==> src/rtl/dm_axi_master_pkg.sv <==
// Shared AXI4 encodings and bus widths used by the data-memory master,
// the interconnect and the slaves.
package dm_axi_master_pkg;

    localparam int unsigned AXI_ID_W   = 4;
    localparam int unsigned AXI_ADDR_W = 32;
    localparam int unsigned AXI_DATA_W = 32;
    localparam int unsigned AXI_STRB_W = AXI_DATA_W / 8;

    typedef enum logic [1:0] {
        BurstFixed = 2'b00,
        BurstIncr  = 2'b01,
        BurstWrap  = 2'b10
    } axi_burst_e;

    typedef enum logic [1:0] {
        RespOkay   = 2'b00,
        RespExOkay = 2'b01,
        RespSlvErr = 2'b10,
        RespDecErr = 2'b11
    } axi_resp_e;

    // Single-beat word transfers only.
    localparam logic [3:0] AXI_LEN_SINGLE = 4'd0;
    localparam logic [2:0] AXI_SIZE_WORD  = 3'b010;

endpackage

==> src/rtl/dm_axi_master_if.sv <==
// AXI4 bus between the data-memory master and the interconnect.
interface dm_axi_master_if;
    import dm_axi_master_pkg::*;

    // Read address channel
    logic [AXI_ID_W-1:0]   ARID;
    logic [AXI_ADDR_W-1:0] ARADDR;
    logic [3:0]            ARLEN;
    logic [2:0]            ARSIZE;
    logic [1:0]            ARBURST;
    logic                  ARVALID;
    logic                  ARREADY;
    // Read data channel
    logic [AXI_ID_W-1:0]   RID;
    logic [AXI_DATA_W-1:0] RDATA;
    logic [1:0]            RRESP;
    logic                  RLAST;
    logic                  RVALID;
    logic                  RREADY;
    // Write address channel
    logic [AXI_ID_W-1:0]   AWID;
    logic [AXI_ADDR_W-1:0] AWADDR;
    logic [3:0]            AWLEN;
    logic [2:0]            AWSIZE;
    logic [1:0]            AWBURST;
    logic                  AWVALID;
    logic                  AWREADY;
    // Write data channel
    logic [AXI_DATA_W-1:0] WDATA;
    logic [AXI_STRB_W-1:0] WSTRB;
    logic                  WLAST;
    logic                  WVALID;
    logic                  WREADY;
    // Write response channel
    logic [AXI_ID_W-1:0]   BID;
    logic [1:0]            BRESP;
    logic                  BVALID;
    logic                  BREADY;

    modport master (
        output ARID, ARADDR, ARLEN, ARSIZE, ARBURST, ARVALID,
        input  ARREADY,
        input  RID, RDATA, RRESP, RLAST, RVALID,
        output RREADY,
        output AWID, AWADDR, AWLEN, AWSIZE, AWBURST, AWVALID,
        input  AWREADY,
        output WDATA, WSTRB, WLAST, WVALID,
        input  WREADY,
        input  BID, BRESP, BVALID,
        output BREADY
    );

    modport slave (
        input  ARID, ARADDR, ARLEN, ARSIZE, ARBURST, ARVALID,
        output ARREADY,
        output RID, RDATA, RRESP, RLAST, RVALID,
        input  RREADY,
        input  AWID, AWADDR, AWLEN, AWSIZE, AWBURST, AWVALID,
        output AWREADY,
        input  WDATA, WSTRB, WLAST, WVALID,
        output WREADY,
        output BID, BRESP, BVALID,
        input  BREADY
    );

endinterface

==> src/rtl/dm_axi_master.sv <==
// Data-memory AXI4 master: turns MEM-stage loads/stores into single-beat
// AXI transactions and stalls the pipeline with DM_busy until each completes.
module dm_axi_master
    import dm_axi_master_pkg::*;
#(
    parameter logic [AXI_ID_W-1:0] MASTER_ID = 4'd1
) (
    input  logic                  clk,
    input  logic                  rst,
    input  logic                  req_read,
    input  logic                  req_write,
    input  logic [AXI_ADDR_W-1:0] req_addr,
    input  logic [AXI_DATA_W-1:0] req_wdata,
    input  logic [AXI_STRB_W-1:0] req_wstrb,
    output logic [AXI_DATA_W-1:0] rdata,
    output logic                  DM_busy,
    dm_axi_master_if.master       bus
);

    typedef enum logic [2:0] {
        StIdle, StRaddr, StRdata, StWreq, StWresp, StDone
    } state_e;

    state_e                state_q;
    logic [AXI_ADDR_W-1:0] addr_q;
    logic [AXI_DATA_W-1:0] wdata_q;
    logic [AXI_STRB_W-1:0] wstrb_q;
    logic [AXI_DATA_W-1:0] rdata_q;
    logic                  arvalid_q, awvalid_q, wvalid_q, rready_q, bready_q;
    logic                  aw_done_q, w_done_q;
    logic                  aw_hs, w_hs, aw_done_d, w_done_d;

    // Response codes and IDs are deliberately ignored.
    logic unused_resp;
    assign unused_resp = ^{bus.RID, bus.RRESP, bus.BID, bus.BRESP};

    // Write-channel handshakes this cycle and the sticky completion they imply.
    always_comb begin
        aw_hs     = awvalid_q & bus.AWREADY;
        w_hs      = wvalid_q & bus.WREADY;
        aw_done_d = aw_done_q | aw_hs;
        w_done_d  = w_done_q | w_hs;
    end

    // Transaction FSM; every bus valid/ready is a register driven from here.
    always_ff @(posedge clk or posedge rst) begin
        if (rst) begin
            state_q   <= StIdle;
            addr_q    <= '0;
            wdata_q   <= '0;
            wstrb_q   <= '0;
            rdata_q   <= '0;
            arvalid_q <= 1'b0;
            awvalid_q <= 1'b0;
            wvalid_q  <= 1'b0;
            rready_q  <= 1'b0;
            bready_q  <= 1'b0;
            aw_done_q <= 1'b0;
            w_done_q  <= 1'b0;
        end else begin
            unique case (state_q)
                StIdle: begin
                    // Loads win when both requests are present.
                    if (req_read) begin
                        addr_q    <= req_addr;
                        arvalid_q <= 1'b1;
                        state_q   <= StRaddr;
                    end else if (req_write) begin
                        addr_q    <= req_addr;
                        wdata_q   <= req_wdata;
                        wstrb_q   <= req_wstrb;
                        awvalid_q <= 1'b1;
                        wvalid_q  <= 1'b1;
                        state_q   <= StWreq;
                    end
                end
                StRaddr: begin
                    if (bus.ARREADY) begin
                        arvalid_q <= 1'b0;
                        rready_q  <= 1'b1;
                        state_q   <= StRdata;
                    end
                end
                StRdata: begin
                    if (bus.RVALID && bus.RLAST) begin
                        rdata_q  <= bus.RDATA;
                        rready_q <= 1'b0;
                        state_q  <= StDone;
                    end
                end
                StWreq: begin
                    if (aw_hs) awvalid_q <= 1'b0;
                    if (w_hs)  wvalid_q  <= 1'b0;
                    if (aw_done_d && w_done_d) begin
                        aw_done_q <= 1'b0;
                        w_done_q  <= 1'b0;
                        bready_q  <= 1'b1;
                        state_q   <= StWresp;
                    end else begin
                        aw_done_q <= aw_done_d;
                        w_done_q  <= w_done_d;
                    end
                end
                StWresp: begin
                    if (bus.BVALID) begin
                        bready_q <= 1'b0;
                        state_q  <= StDone;
                    end
                end
                // The request still visible here is the one just completed.
                StDone:  state_q <= StIdle;
                default: state_q <= StIdle;
            endcase
        end
    end

    // Stall from the first idle cycle with a request until the DONE cycle.
    always_comb begin
        case (state_q)
            StIdle:                            DM_busy = ~rst & (req_read | req_write);
            StRaddr, StRdata, StWreq, StWresp: DM_busy = ~rst;
            default:                           DM_busy = 1'b0;
        endcase
    end

    assign rdata       = rdata_q;

    assign bus.ARID    = MASTER_ID;
    assign bus.ARADDR  = addr_q;
    assign bus.ARLEN   = AXI_LEN_SINGLE;
    assign bus.ARSIZE  = AXI_SIZE_WORD;
    assign bus.ARBURST = BurstIncr;
    assign bus.ARVALID = arvalid_q;
    assign bus.RREADY  = rready_q;

    assign bus.AWID    = MASTER_ID;
    assign bus.AWADDR  = addr_q;
    assign bus.AWLEN   = AXI_LEN_SINGLE;
    assign bus.AWSIZE  = AXI_SIZE_WORD;
    assign bus.AWBURST = BurstIncr;
    assign bus.AWVALID = awvalid_q;
    assign bus.WDATA   = wdata_q;
    assign bus.WSTRB   = wstrb_q;
    assign bus.WLAST   = wvalid_q;
    assign bus.WVALID  = wvalid_q;
    assign bus.BREADY  = bready_q;

endmodule

==> src/flat_wrapper.sv <==
// flat-port wrapper written by rule: the top's interface ports become plain ports
module dm_axi_master_flat import dm_axi_master_pkg::*;
#(
    parameter logic [AXI_ID_W-1:0] MASTER_ID = 4'd1
)
  (clk, rst, req_read, req_write, req_addr, req_wdata, req_wstrb, rdata, DM_busy, bus_ARID, bus_ARADDR, bus_ARLEN, bus_ARSIZE, bus_ARBURST, bus_ARVALID, bus_ARREADY, bus_RID, bus_RDATA, bus_RRESP, bus_RLAST, bus_RVALID, bus_RREADY, bus_AWID, bus_AWADDR, bus_AWLEN, bus_AWSIZE, bus_AWBURST, bus_AWVALID, bus_AWREADY, bus_WDATA, bus_WSTRB, bus_WLAST, bus_WVALID, bus_WREADY, bus_BID, bus_BRESP, bus_BVALID, bus_BREADY);
  dm_axi_master_if bus_i ();
  input  logic clk;
  input  logic rst;
  input  logic req_read;
  input  logic req_write;
  input  logic [AXI_ADDR_W-1:0] req_addr;
  input  logic [AXI_DATA_W-1:0] req_wdata;
  input  logic [AXI_STRB_W-1:0] req_wstrb;
  output logic [AXI_DATA_W-1:0] rdata;
  output logic DM_busy;
  output wire logic [$bits(bus_i.ARID)-1:0] bus_ARID;
  output wire logic [$bits(bus_i.ARADDR)-1:0] bus_ARADDR;
  output wire logic [$bits(bus_i.ARLEN)-1:0] bus_ARLEN;
  output wire logic [$bits(bus_i.ARSIZE)-1:0] bus_ARSIZE;
  output wire logic [$bits(bus_i.ARBURST)-1:0] bus_ARBURST;
  output wire logic [$bits(bus_i.ARVALID)-1:0] bus_ARVALID;
  input wire logic [$bits(bus_i.ARREADY)-1:0] bus_ARREADY;
  input wire logic [$bits(bus_i.RID)-1:0] bus_RID;
  input wire logic [$bits(bus_i.RDATA)-1:0] bus_RDATA;
  input wire logic [$bits(bus_i.RRESP)-1:0] bus_RRESP;
  input wire logic [$bits(bus_i.RLAST)-1:0] bus_RLAST;
  input wire logic [$bits(bus_i.RVALID)-1:0] bus_RVALID;
  output wire logic [$bits(bus_i.RREADY)-1:0] bus_RREADY;
  output wire logic [$bits(bus_i.AWID)-1:0] bus_AWID;
  output wire logic [$bits(bus_i.AWADDR)-1:0] bus_AWADDR;
  output wire logic [$bits(bus_i.AWLEN)-1:0] bus_AWLEN;
  output wire logic [$bits(bus_i.AWSIZE)-1:0] bus_AWSIZE;
  output wire logic [$bits(bus_i.AWBURST)-1:0] bus_AWBURST;
  output wire logic [$bits(bus_i.AWVALID)-1:0] bus_AWVALID;
  input wire logic [$bits(bus_i.AWREADY)-1:0] bus_AWREADY;
  output wire logic [$bits(bus_i.WDATA)-1:0] bus_WDATA;
  output wire logic [$bits(bus_i.WSTRB)-1:0] bus_WSTRB;
  output wire logic [$bits(bus_i.WLAST)-1:0] bus_WLAST;
  output wire logic [$bits(bus_i.WVALID)-1:0] bus_WVALID;
  input wire logic [$bits(bus_i.WREADY)-1:0] bus_WREADY;
  input wire logic [$bits(bus_i.BID)-1:0] bus_BID;
  input wire logic [$bits(bus_i.BRESP)-1:0] bus_BRESP;
  input wire logic [$bits(bus_i.BVALID)-1:0] bus_BVALID;
  output wire logic [$bits(bus_i.BREADY)-1:0] bus_BREADY;
  assign bus_ARID = bus_i.ARID;
  assign bus_ARADDR = bus_i.ARADDR;
  assign bus_ARLEN = bus_i.ARLEN;
  assign bus_ARSIZE = bus_i.ARSIZE;
  assign bus_ARBURST = bus_i.ARBURST;
  assign bus_ARVALID = bus_i.ARVALID;
  assign bus_i.ARREADY = bus_ARREADY;
  assign bus_i.RID = bus_RID;
  assign bus_i.RDATA = bus_RDATA;
  assign bus_i.RRESP = bus_RRESP;
  assign bus_i.RLAST = bus_RLAST;
  assign bus_i.RVALID = bus_RVALID;
  assign bus_RREADY = bus_i.RREADY;
  assign bus_AWID = bus_i.AWID;
  assign bus_AWADDR = bus_i.AWADDR;
  assign bus_AWLEN = bus_i.AWLEN;
  assign bus_AWSIZE = bus_i.AWSIZE;
  assign bus_AWBURST = bus_i.AWBURST;
  assign bus_AWVALID = bus_i.AWVALID;
  assign bus_i.AWREADY = bus_AWREADY;
  assign bus_WDATA = bus_i.WDATA;
  assign bus_WSTRB = bus_i.WSTRB;
  assign bus_WLAST = bus_i.WLAST;
  assign bus_WVALID = bus_i.WVALID;
  assign bus_i.WREADY = bus_WREADY;
  assign bus_i.BID = bus_BID;
  assign bus_i.BRESP = bus_BRESP;
  assign bus_i.BVALID = bus_BVALID;
  assign bus_BREADY = bus_i.BREADY;
  dm_axi_master #(.MASTER_ID(MASTER_ID)) u_core (.clk(clk), .rst(rst), .req_read(req_read), .req_write(req_write), .req_addr(req_addr), .req_wdata(req_wdata), .req_wstrb(req_wstrb), .rdata(rdata), .DM_busy(DM_busy), .bus(bus_i));
endmodule
==> config.mk <==
export PLATFORM = sky130hd
export DESIGN_NAME = dm_axi_master_flat
export DESIGN_NICKNAME = d
export VERILOG_FILES = /design/src/rtl/dm_axi_master_pkg.sv /design/src/rtl/dm_axi_master_if.sv /design/src/rtl/dm_axi_master.sv /design/src/flat_wrapper.sv
export SDC_FILE = /design/constraint.sdc
export NUM_CORES = 1
export LEC_CHECK = 0
export ABC_AREA = 1
export CAP_MARGIN = 20
export CORE_MARGIN = 2
export CORE_UTILIZATION = 35
export CTS_BUF_LIST = sky130_fd_sc_hd__clkbuf_4 sky130_fd_sc_hd__clkbuf_8 sky130_fd_sc_hd__clkbuf_16
export CTS_CLUSTER_DIAMETER = 100
export DETAILED_ROUTE_END_ITERATION = 12
export PLACE_DENSITY = 0.78
export RECOVER_POWER = 100
export SLEW_MARGIN = 10
export SYNTH_ARGS = -nofsm -noshare
export SYNTH_HDL_FRONTEND = slang
export SYNTH_SLANG_ARGS = --single-unit
==> constraint.sdc <==
create_clock -name clk -period 3.5 [get_ports clk]
set_input_delay 0.875 -clock clk [delete_from_list [all_inputs] [get_ports clk]]
set_output_delay 0.875 -clock clk [all_outputs]
set_load 0.005 [all_outputs]
Yosys cells after proc, flatten, opt, wreduce, memory -nomap -nowiden
Index checks and enable logic that the tools add are counted.
{"block": "op_classes", "reduce_logical": 18, "bitwise_logic": 8, "n_mux": 27, "n_eq_ne": 14}
{"operator": "$mux 32", "count": 2}
{"operator": "$mux 3", "count": 6}
{"operator": "$pmux 3 s5", "count": 1}
{"operator": "$mux 1", "count": 12}
{"operator": "$pmux 1 s2", "count": 6}
{"operator": "$reduce_and 3->1", "count": 4}
{"operator": "$ne 2x2->1 const B", "count": 5}
{"operator": "$reduce_bool 2->1", "count": 5}
{"operator": "$ne 2x1->1 const B", "count": 4}
{"operator": "$reduce_and 4->1", "count": 2}
{"operator": "$eq 3x2->1 const B", "count": 2}
{"operator": "$reduce_and 5->1", "count": 1}
{"operator": "$reduce_and 2->1", "count": 2}
{"operator": "$reduce_or 4->1", "count": 1}
{"operator": "$and 1x1->1", "count": 3}
{"operator": "$eq 3x1->1 const B", "count": 1}
{"operator": "$eq 3x3->1 const B", "count": 1}
{"operator": "$logic_not 3->1", "count": 1}
{"operator": "$ne 3x3->1 const B", "count": 1}
{"operator": "$or 1x1->1", "count": 3}
{"operator": "$logic_and 1x1->1", "count": 2}
{"operator": "$not 1->1", "count": 2}
{"block": "word_totals", "register_bits": 110, "input_bits": 122, "out_inout_bits": 165, "wordCells": 79}

Longest topological paths before layout
{"block": "depth", "word_depth": 5, "mapped_depth": 9, "depth_no_buf": 8}

Worst setup path after synthesis
No wires, ideal clock.
{"block": "synth_timing", "path_type": "in2out", "start": "input req_read", "end": "output DM_busy", "slack_ns": 1.400, "t_required_ns": 2.625, "arrival_ns": 1.225, "path_buffers": 0, "cell_stages": 3, "path_cell_list": "nor2_1 nand3_1 nor3b_1"}
{"block": "synth_via", "elab_chain_len": 3}
{"item": "from (decl)", "line": "flat_wrapper.sv:10", "rtl": "input logic req_read;"}
{"item": "$or 1x1->1", "line": "dm_axi_master.sv:120", "rtl": "StIdle: DM_busy = ~rst & (req_read | req_write);"}
{"item": "$and 1x1->1", "line": "dm_axi_master.sv:120"}
{"item": "$pmux 1 s2", "line": "dm_axi_master.sv:119", "rtl": "case (state_q)"}
{"item": "to (decl)", "line": "flat_wrapper.sv:16", "rtl": "output logic DM_busy;"}
Every way passes these cells.

Worst setup path after layout
{"block": "layout_timing", "start": "input req_write", "end": "output DM_busy"}
{"block": "layout_via", "elab_chain_len": 3}
{"item": "from (decl)", "line": "flat_wrapper.sv:11", "rtl": "input logic req_write;"}
{"item": "$or 1x1->1", "line": "dm_axi_master.sv:120"}
{"item": "$and 1x1->1", "line": "dm_axi_master.sv:120"}
{"item": "$pmux 1 s2", "line": "dm_axi_master.sv:119"}
Every way passes these cells.

==> summary.md <==
| Metric | Value |
|---|---|
| Worst skew pair latency | 0.34 ns |
| Largest net degree at the start of global routing | approximately 110 |
| Reg-to-reg startpoint | u_core.state_q[0]$_DFFE_PP0P_ |
| Floorplan row count | 43 |
| CTS Buffer Depth | 2 |
| YS warnings | 0 |
| CTS root buffer | clkbuf_16 |
| Final hold violations | 0 |
| GRT Total Usage | approximately 17% |
| Die span in x | between 100 and 150 um |
| Reg2reg end | u_core.bus.WDATA[18]$_DFFE_PP0P_ |
| Dpl ws | approximately 0.29 ns |
| Antenna diode count | 0 |
| H-tree depth | 3 |
| Synth Register Bits | between 100 and 150 |
| DRT Pass-1 Iters | 6 |
| DRC violations left | 0 |
| Synth Area per Inst | a little under 9 um2 |
| Num CTS Buffers | 9 |
| Largest cells by area after synthesis | dfrtp_1, nand2_1, buf_4 |
| Finish-stage setup viols | 0 |
| Die H | between 100 and 150 um |
| Critical path fanouts, max | 2 |
| Vias per inst | approximately 4.5 |
| Pwr dens | roughly 770 nW/um2 |
| Setup crit start kind | input port |
| Placer congestion estimate | around 0.74 |
| Total die area | 15100 um2 |
| Clock period minus worst slack | 3.22 ns |
| R2R setup slack | 0.52 ns |
| Starting density of the core | between 30% and 40% |
| Via count | 4253 |
| Max VDD drop | between 0.3 and 0.4 mV |
| Post-synthesis instance area | 4930 um2 |
| Wire per inst | around 14 um |
| Fin worst setup slack | 0.280 ns |
| First-pass GRT wire length | between 15 and 20 mm |
| Unique masters post-synth | 22 |
| Register area share after synthesis | 55.8% |
| Critical path required time | between 2 and 3 ns |
| Final setup TNS | 0 ns |
| Share of the synthesized area in the top cell type | between 50 and 60% |
| I/O pins | 287 |
| Post CTS Setup Buffer Count | 0 |
| Hold_buf cts | 0 |
| Status | finished clean |
| Hold WC Path Type | register to register |
| Clock Sinks | between 100 and 150 |
| Peak Freq | around 0.31 GHz |
| HP Start | u_core.bus.WDATA[25]$_DFFE_PP0P_ |
| DP Wirelength | 9.46 mm |
| RSZ-0062 raised after global routing | false |
| Worst Tran Pin Value | around 1.5 ns |
| Reg2Reg Depth | 7 |
| Critical path class | input port to primary output |
| Fin area | about 7400 um2 |
| Port Buffers | ~250 |
| Core ar. | around 14000 um2 |
| Post-cts sizing count | 0 |
| Fin util | a little over half |
| Hold EP | u_core.bus.WDATA[25]$_DFFE_PP0P_ |
| Max-Cap Viols | 0 |
| CTS tree | done |
| Synth-to-Final Area Change | 50.1% |
| PnR Total Power | about 5700 uW |
| Initial antenna violation count | 0 |
| Max Slew Vio Count | 0 |
| Fin crit share | 92.0% |
| Hold Path Stages | 2 |
| Routed WL | 13.2 mm |
| Relative slew slack | 1.28% |
| Vias in the first global route | between 3000 and 4000 |
| Placed cell area | approximately 7200 um2 |
| Arrival @ worst endpoint | 2.35 ns |
| Final ANT Viol Nets | 0 |
| Worst Skew | just under 0.006 ns |
| Remaining Overflow, GRT | 0 |
| Ratio of cells with drive above 1 in the final layout | between 3 and 4% |
| Top cell type by total area after synthesis | dfrtp_1 |
| Layout net count | a little under 900 |
| Initial drt markers | 190 |
| LEAKAGE | 0.00375 uW |
| Cells after Synth | around 570 |
| Clk pin slew, worst setup/hold paths | 0.07 ns |
| Worst Setup End Kind | primary output |
power breakdown:
group / internal (uW) / switching [uW]
Sequential: 1860 / 371
Clock: 543 / 433
Combinational: 1370 / 1100
cell usage in the layout (no fill, tap or decap), types with 3 or more instances in the layout:
cell / count
o21ai_0: 8
nand2_1: 258
conb_1: 26
clkbuf_16: 9
dfrtp_1: 110
inv_1: 9
nor2_1: 6
clkbuf_2: 3
nand3_1: 76
buf_4: 3
dlygate4sd3_1: 142
clkinv_2: 3
clkdlybuf4s50_1: 106
sequential cells by signal, summed over array words and instances, names as in the netlist:
name                cells
u_core.bus.AWVALID      1
u_core.rdata           32
u_core.w_done_q         1
u_core.bus.BREADY       1
u_core.bus.WLAST        1
u_core.bus.RREADY       1
u_core.bus.WSTRB        4
u_core.bus.ARVALID      1
u_core.bus.ARADDR      32
u_core.aw_done_q        1
u_core.bus.WDATA       32
u_core.state_q          3
worst max-delay path, stage by stage:
cell	delay, ns
clkdlybuf4s50_1	0.53
nor2_1	0.07
nand3_1	0.10
nor3b_1	0.18
dlygate4sd3_1	0.59
kinds of logic after synthesis:
group	after synthesis	share of synthesized area, %
and+or+nand+nor	346	29.4
DFF	110	55.8
buffers and inverters	98	13.7
AOI/OAI and AO/OA	9	0.964
other	2	0.152
worst max-delay path by stage:
stage / slack (ns) / cells past startpoint / startpoint / endpoint
after floorplan: 1.30 / 1 / rst / u_core.aw_done_q$_DFFE_PP0N_
after global placement: 0.33 / 5 / req_write / DM_busy
after detailed placement: 0.29 / 5 / req_write / DM_busy
after CTS: 0.29 / 5 / req_write / DM_busy
after global routing: 0.12 / 7 / req_read / u_core.bus.WSTRB[0]$_DFFE_PP0P_
final: 0.28 / 5 / req_write / DM_busy
metrics by stage:
step | hold WS, ns | std cells
after floorplan | 0.465 | 589
after global placement | 0.452 | 938
after detailed placement | 0.457 | 938
after CTS | 0.474 | 952
after global routing | 0.483 | 952
final | 0.463 | 952
layer usage:
metal  vias to the layer above  GRT usage [%]  wire length [um]
met5                         -              0                 0
met4                         0           5.39               150
met3                        10           5.30              1190
met2                       174           28.9              6440
met1                      1968           20.2              5370
li1                       2101              -                 -
cells in the mapped netlist:
library cell,instances
a22oi_1,1
buf_1,1
buf_2,9
buf_4,60
buf_6,9
clkbuf_1,7
conb_1,2
dfrtp_1,110
inv_1,8
inv_2,3
inv_4,1
nand2_1,257
nand2_2,1
nand3_1,76
nand3b_1,1
nand4_1,2
nor2_1,5
nor2_4,1
nor2_8,1
nor3b_1,1
nor4_4,1
o21ai_0,8
layout make-up:
type / count / area [um2]
Clock buffer: 9 / 225
Clock inverter: 5 / 52.6
Fill cell: 1295 / 6420
Inverter: 12 / 48.8
Multi-Input combinational cell: 381 / 1570
Sequential cell: 110 / 2750
Tap cell: 180 / 225
Timing Repair Buffer: 255 / 2530
Power figures use the tool's default switching activity.
